## src/rtl/sram_port_arbiter_pkg.sv

```systemverilog
// Shared types and default widths for the two-requester SRAM port arbiter.
package sram_port_arbiter_pkg;

    localparam int unsigned SPA_ADDR_WIDTH = 10;
    localparam int unsigned SPA_DATA_WIDTH = 8;

    typedef enum logic {
        ST_CLEAR = 1'b0,
        ST_SERVE = 1'b1
    } state_e;

    typedef struct packed {
        logic                      w;
        logic [SPA_ADDR_WIDTH-1:0] addr;
        logic [SPA_DATA_WIDTH-1:0] data;
        logic                      mask;
    } req_t;

endpackage

```

## src/rtl/sram_rr_arb2.sv

```systemverilog
// Two-input round-robin arbiter; the priority pointer flips to the loser after every grant.
module sram_rr_arb2 (
    input  logic       clk_i,
    input  logic       reset_i,
    input  logic       en_i,
    input  logic [1:0] req_i,
    output logic [1:0] grant_o,
    output logic       grant_v_o
);

    logic prio_q, prio_d;

    always_ff @(posedge clk_i) begin
        if (reset_i) begin
            prio_q <= 1'b0;
        end else begin
            prio_q <= prio_d;
        end
    end

    always_comb begin
        grant_o = 2'b00;
        if (en_i) begin
            case (req_i)
                2'b01:   grant_o = 2'b01;
                2'b10:   grant_o = 2'b10;
                2'b11:   grant_o = prio_q ? 2'b10 : 2'b01;
                default: grant_o = 2'b00;
            endcase
        end
        grant_v_o = |grant_o;
        prio_d    = grant_v_o ? ~grant_o[1] : prio_q;
    end

endmodule

```

## src/rtl/sram_port_arbiter.sv

```systemverilog
// Shares the RW port of an external single-RW/single-R SRAM macro between two requesters,
// optionally zero-filling the macro after reset before serving requests.
module sram_port_arbiter
    import sram_port_arbiter_pkg::*;
#(
    parameter int unsigned ADDR_WIDTH     = SPA_ADDR_WIDTH,
    parameter int unsigned DATA_WIDTH     = SPA_DATA_WIDTH,
    parameter bit          CLEAR_ON_RESET = 1'b1
) (
    input  logic                           clk_i,
    input  logic                           reset_i,
    input  logic [1:0]                     v_i,
    input  logic [1:0]                     w_i,
    input  logic [1:0][ADDR_WIDTH-1:0]     addr_i,
    input  logic [1:0][DATA_WIDTH-1:0]     data_i,
    input  logic [1:0]                     mask_i,
    output logic [1:0]                     yumi_o,
    output logic [1:0]                     rv_o,
    output logic [DATA_WIDTH-1:0]          rdata_o,
    output logic                           ready_o,
    output logic                           csb0_o,
    output logic                           web0_o,
    output logic                           wmask0_o,
    output logic [ADDR_WIDTH-1:0]          addr0_o,
    output logic [DATA_WIDTH-1:0]          din0_o,
    input  logic [DATA_WIDTH-1:0]          dout0_i,
    output logic                           csb1_o,
    output logic [ADDR_WIDTH-1:0]          addr1_o
);

    state_e                state_q, state_d;
    logic [ADDR_WIDTH-1:0] clr_cnt_q, clr_cnt_d;
    logic [1:0]            rv_q, rv_d;
    logic [1:0]            grant;
    logic                  grant_v;
    logic                  g_idx;
    logic                  serve;

    assign serve = (state_q == ST_SERVE) && !reset_i;
    assign g_idx = grant[1];

    sram_rr_arb2 u_arb (
        .clk_i     (clk_i),
        .reset_i   (reset_i),
        .en_i      (serve),
        .req_i     (v_i),
        .grant_o   (grant),
        .grant_v_o (grant_v)
    );

    always_ff @(posedge clk_i) begin
        if (reset_i) begin
            state_q   <= CLEAR_ON_RESET ? ST_CLEAR : ST_SERVE;
            clr_cnt_q <= '0;
            rv_q      <= 2'b00;
        end else begin
            state_q   <= state_d;
            clr_cnt_q <= clr_cnt_d;
            rv_q      <= rv_d;
        end
    end

    always_comb begin
        state_d   = state_q;
        clr_cnt_d = clr_cnt_q;
        rv_d      = 2'b00;
        csb0_o    = 1'b1;
        web0_o    = 1'b1;
        wmask0_o  = 1'b0;
        addr0_o   = '0;
        din0_o    = '0;
        yumi_o    = grant;

        case (state_q)
            ST_CLEAR: begin
                if (!reset_i) begin
                    csb0_o   = 1'b0;
                    web0_o   = 1'b0;
                    wmask0_o = 1'b1;
                    addr0_o  = clr_cnt_q;
                end
                // Counter saturates at the last address; the state change ends the fill.
                if (clr_cnt_q == '1) begin
                    state_d = ST_SERVE;
                end else begin
                    clr_cnt_d = clr_cnt_q + ADDR_WIDTH'(1);
                end
            end
            ST_SERVE: begin
                if (grant_v) begin
                    csb0_o   = 1'b0;
                    web0_o   = ~w_i[g_idx];
                    wmask0_o = mask_i[g_idx];
                    addr0_o  = addr_i[g_idx];
                    din0_o   = data_i[g_idx];
                    rv_d     = w_i[g_idx] ? 2'b00 : grant;
                end
            end
        endcase
    end

    // Response gated by reset so a read granted just before reset never reports.
    assign rv_o    = reset_i ? 2'b00 : rv_q;
    assign rdata_o = (|rv_o) ? dout0_i : '0;
    assign ready_o = serve;
    assign csb1_o  = 1'b1;
    assign addr1_o = '0;

endmodule

```

## config.mk

```make
export PLATFORM = sky130hd
export DESIGN_NAME = sram_port_arbiter
export DESIGN_NICKNAME = d
export VERILOG_FILES = /design/src/rtl/sram_port_arbiter_pkg.sv /design/src/rtl/sram_rr_arb2.sv /design/src/rtl/sram_port_arbiter.sv
export SDC_FILE = /design/constraint.sdc
export NUM_CORES = 1
export LEC_CHECK = 0
export ABC_AREA = 1
export CORE_MARGIN = 10
export CORE_UTILIZATION = 37
export DETAILED_ROUTE_END_ITERATION = 7
export PLACE_DENSITY_LB_ADDON = 0.12
export SLEW_MARGIN = 20
export SYNTH_ARGS = -nofsm -noshare
export SYNTH_HDL_FRONTEND = slang
export SYNTH_SLANG_ARGS = --single-unit
```

## constraint.sdc

```tcl
create_clock -name clk_i -period 3.2 [get_ports clk_i]
set_input_delay 0.96 -clock clk_i [delete_from_list [all_inputs] [get_ports clk_i]]
set_output_delay 0.96 -clock clk_i [all_outputs]
set_load 0.01 [all_outputs]
```

# Word level (Yosys, flattened, before mapping)
# Index checks and enable logic that the tools add are counted.
[totals] output_inout_bits=45 wordCells=49 reg_bits=14 inputBits=52
[classes] magnitude_cmp=1 n_mux=28 bitwise=5 add_sub_neg=1 n_reduce_logical=6 n_eq_ne=4
[ops] operator="$mux 10" n=4
[ops] operator="$mux 8" n=5
[ops] operator="$pmux 10 s2" n=1
[ops] operator="$mux 1" n=11
[ops] operator="$add 10x1->10 const B" n=1
[ops] operator="$eq 10x10->1 const B" n=1
[ops] operator="$mux 2" n=3
[ops] operator="$pmux 1 s2" n=3
[ops] operator="$pmux 2 s3" n=1
[ops] operator="$not 1->1" n=5
[ops] operator="$eq 2x2->1 const B" n=2
[ops] operator="$reduce_or 2->1" n=2
[ops] operator="$reduce_or 4->1" n=1
[ops] operator="$eq 2x1->1 const B" n=1
[ops] operator="$lt 1x2->1 const B" n=1
[ops] operator="$reduce_and 2->1" n=1
[ops] operator="$logic_and 1x1->1" n=1
[ops] operator="$logic_not 1->1" n=1

# Depth between registers and ports, before layout
# Gate-level depths: netlist (run 1).
[depth] depth_word=8 ltp_mapped=8 depth_no_buf=8

# By module
# Synthesis (run 1) repeated with hierarchy kept, for this count alone.
[hier_totals] cells_unflattened=226 hier_area_um2=1242.4
[by_module_without_submodules] module="sram_port_arbiter" n_inst=1 cells_per_inst=214 seq_area_each_um2=260.2 area_per_inst_um2=1172.4
[by_module_without_submodules] module="sram_rr_arb2" n_inst=1 cells_per_inst=12 seq_area_each_um2=20.0 area_per_inst_um2=70.1

# Least setup slack after synthesis (run 1)
# Ideal clock, no wire load.
[synth_path] path_kind="input -> output" startpoint="input reset_i" endpoint="output wmask0_o" cell_stages=7 t_arrival_ns=1.853 path_slack_ns=0.387 path_cell_list="buf_6 > nor2_8 > nand3_2 > nand2_1 > buf_4 > nor2_1 > a21oi_1"
[synth_between] elab_chain_len=7
[synth_lines] item="start: declaration" line="sram_port_arbiter.sv:11" rtl="input logic reset_i,"
[synth_lines] item="$logic_not 1->1 (*)"
[synth_lines] item="$logic_and 1x1->1 (*)" line="sram_port_arbiter.sv:39" rtl="assign serve = (state_q == ST_SERVE) && !reset_i;"
[synth_lines] item="via ready_o" line="sram_port_arbiter.sv:20" rtl="output logic ready_o,"
[synth_lines] item="$mux 2 (*)" line="sram_rr_arb2.sv:23" rtl="if (en_i) begin"
[synth_lines] item="$mux 1 (not written as such) (2 in series)" line="sram_port_arbiter.sv:93" rtl="wmask0_o = mask_i[g_idx];"
[synth_lines] item="$mux 1 (*)" line="sram_port_arbiter.sv:90" rtl="if (grant_v) begin"
[synth_lines] item="$pmux 1 s2 (*)" line="sram_port_arbiter.sv:74" rtl="case (state_q)"
[synth_lines] item="end: declaration" line="sram_port_arbiter.sv:23" rtl="output logic wmask0_o,"
# Mark *: on every way through the listed nets, which the timed path passes. The rest lies on a longest branch. The select of a mux whose other input is x is not followed.

# Worst setup path after layout (run 1)
[layout_path] startpoint="input v_i[0]" endpoint="output addr0_o[2]"
[layout_between] elab_chain_len=7
[layout_lines] item="start: declaration" line="sram_port_arbiter.sv:12" rtl="input logic [1:0] v_i,"
[layout_lines] item="$eq 2x2->1 / $eq 2x1->1 (equally long branches)" line="sram_rr_arb2.sv:24" rtl="case (req_i)"
[layout_lines] item="$pmux 2 s3 (*)" line="sram_rr_arb2.sv:24"
[layout_lines] item="$mux 2 (*)" line="sram_rr_arb2.sv:23"
[layout_lines] item="$mux 10 (not written as such) (2 in series)" line="sram_port_arbiter.sv:94" rtl="addr0_o = addr_i[g_idx];"
[layout_lines] item="$mux 10 (*)" line="sram_port_arbiter.sv:90"
[layout_lines] item="$pmux 10 s2 (*)" line="sram_port_arbiter.sv:74"
[layout_lines] item="end: declaration" line="sram_port_arbiter.sv:24" rtl="output logic [ADDR_WIDTH-1:0] addr0_o,"
# Every way passes the cells marked *; elsewhere a longest branch is shown, timed or not. The select of a mux whose other input is x is not followed.

==> flow_metrics.env, run 1 <==
export IMPL_fin_nets=359
export IMPL_cts_clk_slew_worst_paths_ns=0.10
export IMPL_dp_cells=347
export IMPL_ios=97
export IMPL_min_to="u_arb.prio_q"
export IMPL_p_int_mw=0.315
export IMPL_critPathMaxStageDelay_ns=0.26
export IMPL_cp_end_kind="output port"
export IMPL_synth_simple_area_share=0.388
export IMPL_htree_levels=1
export IMPL_viasPerCell=4.67
export IMPL_die_h_um=78.9
export IMPL_die_w_um=78.9
export IMPL_route_vias_total=1639
export IMPL_fmax_mhz=326
export IMPL_drcViolationCount=0
export IMPL_instances_no_fill=351
export IMPL_finalInstanceArea_um2=2230
export IMPL_layout_commonest_cell="nor2_1"
export IMPL_synthTopCellsByArea="dfxtp_1 (22%), nor2_1 (18%), nand2_1 (8.5%)"
export IMPL_clkLatencyLatePin_ns=0.29
export IMPL_grtUsageTotal=0.152
export IMPL_reg2reg_depth=8
export IMPL_synth_area_mux_share=0
export IMPL_powerDensity_nw_per_um2=190
export IMPL_port_buffers=85
export IMPL_antennaDiodeCount=0
export IMPL_grt_overflow_total=0
export IMPL_dr_pass1_iters=4
export IMPL_clock_sinks=14
export IMPL_period_needed_ns=3.07
export IMPL_leakage_nw=1.05
export IMPL_fp_dieArea_um2=6230
export IMPL_reg2reg_to="clr_cnt_q[0]"
export IMPL_wl_um=4890
export IMPL_swShare=0.254
export IMPL_fin_util=0.667
export IMPL_synth_top_area_share=0.218
export IMPL_synth_compound_area_frac=0.166
export IMPL_hold_viol_final=0
export IMPL_min_path_cells=2
export IMPL_cp_arrival_ns=2.11
export IMPL_place_hpwl_um=4060
export IMPL_ant_nets=0
export IMPL_num_rows=21
export IMPL_nFillCells=323
export IMPL_power_total_mw=0.422
export IMPL_post_cts_buffers=0
export IMPL_cp_max_fo=17
export IMPL_placedInstanceArea_um2=2200
export IMPL_coreArea_um2=3340
export IMPL_cts_hold_buf=0
export IMPL_synth_seq_cells=14
export IMPL_rr_startpoint="clr_cnt_q[1]"
export IMPL_syn_cell_area_um2=1280
export IMPL_synth_warnings=0
export IMPL_worstPathRequired_ns=2.24
export IMPL_pwr_share_comb=0.256
export IMPL_path_class="input pin to output port"
export IMPL_drive_above_1_share=0.138
export IMPL_grt_pass1_wl_um=7800
export IMPL_synth_adder_area_share=0.00975
export IMPL_peakVddDrop_v=0.000102
export IMPL_slew_viol_final=0
export IMPL_fin_crit_sh=0.960
export IMPL_drv_cap=0
export IMPL_syn_to_final_growth_pct=73.4
export IMPL_synth_seq_area_share=0.218
export IMPL_fin_skew_ns=0.00865
export IMPL_antenna_found_initial=0
export IMPL_synth_top_family_by_area="simple AND/OR/NAND/NOR gates"
export IMPL_start_util=0.385
export IMPL_drtIter0Drc=64
export IMPL_ys_types=26
export IMPL_hp_class="flip-flop to flip-flop"
export IMPL_switchingPower_mw=0.107
export IMPL_cpMaxStageDelayCell="dlygate4sd2_1"
export IMPL_regToRegSetupSlack_ns=1.72
export IMPL_status="complete, no violations"
export IMPL_synth_xor_area_frac=0.0205
export IMPL_synth_area_leader_cell="dfxtp_1"
export IMPL_startpoint_type="input pin"
export IMPL_root_buffer="clkbuf_4"
export IMPL_cp_cell_sequence="dlygate4sd2_1 -> nand2_2 -> nand3_4 -> nand2_2 -> buf_12 -> o21ai_1 -> o21ai_1 -> clkdlybuf4s15_1"
export IMPL_numCtsBuffers=3
export IMPL_rsz0062_at_grt="false"
export IMPL_grt_start_max_net_pins=18
export IMPL_gp_congestion=0.833
export IMPL_p_clk_frac=0.314
export IMPL_grt_pass1_vias=1688
export IMPL_cts_tree="built"
export IMPL_cts_path_max_buffers=2
export IMPL_synthCells=214
export IMPL_route_detailed_wl_per_inst_um=13.9
export IMPL_syn_area_per_cell_um2=6.00
export IMPL_p_seq_frac=0.430
export IMPL_cp_startpoint="v_i[0]"
export IMPL_worstHoldStart="u_arb.prio_q"
export IMPL_mostFrequentLayoutCells="nor2_1 (57), clkdlybuf4s50_1 (53), nand2_1 (27)"
export IMPL_setup_viol=0
## cell usage after synthesis (all sizes together)
cell type and number:
o22ai 6, nand4 3, nand3 9, nand2 31
ha 1, conb 2, dfxtp 14, a211oi 1
a21oi 6, inv 29, o21ai 25, nor2 65
a22oi 1, buf 18, xor2 3
## worst max-delay path by stage
stage            endpoint  slack [ns]  cells after the start
3_3_place_gp   addr0_o[6]       -0.56                      8
2_1_floorplan    wmask0_o        0.39                      7
3_5_place_dp   addr0_o[6]       -0.59                      8
5_1_grt        addr0_o[4]        0.02                      8
6_report       addr0_o[2]        0.13                      8
4_1_cts        rdata_o[0]       -0.11                      6
## logic make-up (layout without fill, tap and decap cells)
kind of cell / count (synthesis) / count (layout)
and+or+nand+nor: 108 / 108
xor gates and xnor gates: 3 / 3
DFF: 14 / 14
adders and majority gates: 1 / 1
AOI/OAI and AO/OA: 39 / 39
buffers and inverters: 47 / 129
other: 2 / 11
## through the flow
stage	setup slack [ns]	setup TNS [ns]	hold slack, ns
2_1_floorplan	0.387	0	0.456
3_3_place_gp	-0.561	-15.67	0.478
3_5_place_dp	-0.587	-16.21	0.475
4_1_cts	-0.107	-0.219	0.509
5_1_grt	0.0166	0	0.530
6_report	0.129	0	0.507
## layer usage
layer | GRT usage | part of all wire | vias up | wire [um]
met5 | 0 | 0 | - | 0
met4 | 0.0556 | 0.0080 | 0 | 39
met3 | 0.0687 | 0.12 | 6 | 581
met2 | 0.255 | 0.49 | 80 | 2380
met1 | 0.166 | 0.39 | 717 | 1890
li1 | - | - | 836 | -
## area by class of cell
type                       instances  area, um2  share of cell area
clock buffer                       4       36.3              0.0163
timing repair buffer              96        922               0.414
multi-input combinational        162        821               0.369
sequential                        14        280               0.126
inverter                          29        109              0.0489
tap                               46       57.6              0.0259
## state kept, by name (all words and copies together), names as in the netlist
register and cells:
rv_q 2, state_q 1, u_arb.prio_q 1, clr_cnt_q 10
## critical path, delay by kind of cell
| kind | cells | cell delay, ns |
|---|---|---|
| buffers and inverters | 3 | 0.66 |
| AO/OA/AOI/OAI | 2 | 0.19 |
| AND/OR/NAND/NOR | 3 | 0.29 |
## power groups by stage
| stage | combinational, mW | clock (mW) | sequential, mW |
|---|---|---|---|
| after floorplan | 0.0412 | 0 | 0.185 |
| after global placement | 0.109 | 0 | 0.186 |
| after detailed placement | 0.109 | 0 | 0.186 |
| after CTS | 0.107 | 0.134 | 0.182 |
| after global routing | 0.118 | 0.138 | 0.183 |
| final | 0.108 | 0.132 | 0.182 |
## repair_timing
| action | CTS | global route |
|---|---|---|
| endpoints found under the setup margin | 33 | 24 |
| gates cloned | 0 | 0 |
| pin swaps | 1 | 0 |
| gates resized for setup | 53 | 8 |
(Power assumes the default switching activity.)
==> run 2, diff against run 1 <==
--- a/config.mk
+++ b/config.mk
@@ -6,10 +6,12 @@
 export NUM_CORES = 1
 export LEC_CHECK = 0
 export ABC_AREA = 1
+export CAP_MARGIN = 20
 export CORE_MARGIN = 10
 export CORE_UTILIZATION = 37
+export CTS_CLUSTER_DIAMETER = 50
 export DETAILED_ROUTE_END_ITERATION = 7
-export PLACE_DENSITY_LB_ADDON = 0.12
+export PLACE_DENSITY = 0.84
 export SLEW_MARGIN = 20
 export SYNTH_ARGS = -nofsm -noshare
 export SYNTH_HDL_FRONTEND = slang
==> flow_metrics.env, run 2 (synthesis results as in run 1) <==
export IMPL_setup_viol=0
export IMPL_root_buffer="clkbuf_4"
export IMPL_period_needed_ns=3.12
export IMPL_route_detailed_wl_per_inst_um=13.7
export IMPL_cts_hold_buf=0
export IMPL_cp_max_fo=8
export IMPL_critPathMaxStageDelay_ns=0.57
export IMPL_regMostFlops="clr_cnt_q"
export IMPL_cts_path_max_buffers=2
export IMPL_drtIter0Drc=132
export IMPL_drv_cap=0
export IMPL_grt_overflow_total=0
export IMPL_worstHoldStart="clr_cnt_q[3]"
export IMPL_rr_startpoint="state_q"
export IMPL_place_hpwl_um=4180
export IMPL_cp_end_kind="output port"
export IMPL_crit_cells=4
export IMPL_wl_um=4910
export IMPL_reg_top3="clr_cnt_q x10, rv_q x2"
export IMPL_fin_nets=365
export IMPL_largest_reg_flops=10
export IMPL_reg2reg_to="rv_q[0]"
export IMPL_grt_pass1_vias=1674
export IMPL_peakVddDrop_v=0.000107
export IMPL_die_h_um=78.9
export IMPL_startpoint_type="input pin"
export IMPL_cpMaxStageDelayCell="clkdlybuf4s50_1"
export IMPL_regToRegSetupSlack_ns=1.70
export IMPL_viasPerCell=4.69
export IMPL_grt_pass1_wl_um=7560
export IMPL_fin_crit_sh=0.976
export IMPL_drcViolationCount=0
export IMPL_num_rows=21
export IMPL_cpLargestDelayFamily="buffers and inverters"
export IMPL_start_util=0.385
export IMPL_ant_nets=0
export IMPL_grt_start_max_net_pins=18
export IMPL_clock_sinks=14
export IMPL_fp_dieArea_um2=6230
export IMPL_cts_clk_slew_worst_paths_ns=0.08
export IMPL_port_buffers=85
export IMPL_min_path_cells=2
export IMPL_numCtsBuffers=3
export IMPL_cp_cell_sequence="clkdlybuf4s15_1 -> buf_4 -> nor2_4 -> clkdlybuf4s50_1"
export IMPL_instances_no_fill=357
export IMPL_placedInstanceArea_um2=2220
export IMPL_ios=97
export IMPL_worstPathRequired_ns=2.24
export IMPL_min_to="clr_cnt_q[3]"
export IMPL_cts_tree="built"
export IMPL_grtUsageTotal=0.149
export IMPL_hp_class="flip-flop to flip-flop"
export IMPL_dp_cells=350
export IMPL_htree_levels=1
export IMPL_path_buf_inv=3
export IMPL_coreArea_um2=3340
export IMPL_antennaDiodeCount=0
export IMPL_dr_pass1_iters=4
export IMPL_reg2reg_depth=9
export IMPL_hold_viol_final=0
export IMPL_route_vias_total=1673
export IMPL_die_w_um=78.9
export IMPL_cp_arrival_ns=2.16
export IMPL_path_class="input pin to output port"
export IMPL_finalInstanceArea_um2=2210
export IMPL_fin_skew_ns=0.00743
export IMPL_leakage_nw=1.06
export IMPL_fmax_mhz=320
export IMPL_layout_commonest_cell="nor2_1"
export IMPL_powerDensity_nw_per_um2=191
export IMPL_mostFrequentLayoutCells="nor2_1 (57), clkdlybuf4s50_1 (51), nand2_1 (27)"
export IMPL_status="complete, no violations"
export IMPL_syn_to_final_growth_pct=72.4
export IMPL_nFillCells=304
export IMPL_antenna_found_initial=0
export IMPL_gp_congestion=0.837
export IMPL_rsz0062_at_grt="false"
export IMPL_drive_above_1_share=0.199
export IMPL_clkLatencyLatePin_ns=0.30
export IMPL_slew_viol_final=0
[run 2: changes by cell type in the layout (fill, tap and decap cells not counted), sizes merged]
cell,previous run,this run
clkdlybuf4s15,6,1
clkbuf,7,13
buf,12,28
clkdlybuf4s50,53,51
dlygate4sd2,22,13
[run 2: worst register-to-register path, delay by kind of cell, from the launching register on]
kind | cells | cell delay, ns
DFF | 1 | 0.41
and+or+nand+nor | 5 | 0.49
buffers and inverters | 4 | 0.50
[run 2: final cells by class]
type	count	area, um2	area share
inverters	29	114	0.0514
flip-flops and latches	14	280	0.127
well taps	46	57.6	0.0260
multi-input cells	162	835	0.377
clock buffers	4	36.3	0.0164
repair buffers	102	891	0.402
[run 2: repair_timing]
| action | CTS | global route |
|---|---|---|
| setup buffers | 3 | 0 |
| setup endpoints to repair | 33 | 17 |
| hold endpoints to repair | 0 | 0 |
| pin swaps | 1 | 3 |
| gates resized for setup | 82 | 19 |
[run 2: worst max path at each step]
| stage | startpoint | to | slack, ns |
|---|---|---|---|
| 2_1_floorplan | reset_i | wmask0_o | 0.39 |
| 3_3_place_gp | reset_i | addr0_o[8] | -0.58 |
| 3_5_place_dp | reset_i | addr0_o[7] | -0.67 |
| 4_1_cts | reset_i | addr0_o[8] | -0.005 |
| 5_1_grt | reset_i | addr0_o[7] | 0.01 |
| 6_report | reset_i | rv_o[1] | 0.08 |
[run 2: metrics by stage]
step	total power, mW	worst slack, ns	hold slack (ns)	utilization	setup TNS, ns
after floorplan	0.226	0.387	0.456	-	0
after global placement	0.294	-0.583	0.478	0.665	-16.45
after detailed placement	0.296	-0.672	0.500	0.665	-17.99
after CTS	0.423	-0.00493	0.518	0.688	-0.00509
after global routing	0.442	0.00966	0.545	0.663	0
final	0.423	0.0759	0.526	0.663	0
[run 2: report_power, final]
group | internal, mW | switching (mW) | total [mW]
clock | 0.0694 | 0.0641 | 0.133
combinational | 0.0684 | 0.0394 | 0.108
sequential | 0.177 | 0.00434 | 0.182
total | 0.315 | 0.108 | 0.423
[run 2: layer usage]
layer  track usage  up-vias  part of all wire
li1              -      847                 -
met1         0.145      741              0.38
met2         0.265       73              0.50
met3        0.0721       12              0.11
met4        0.0591        0             0.016
met5             0        -                 0
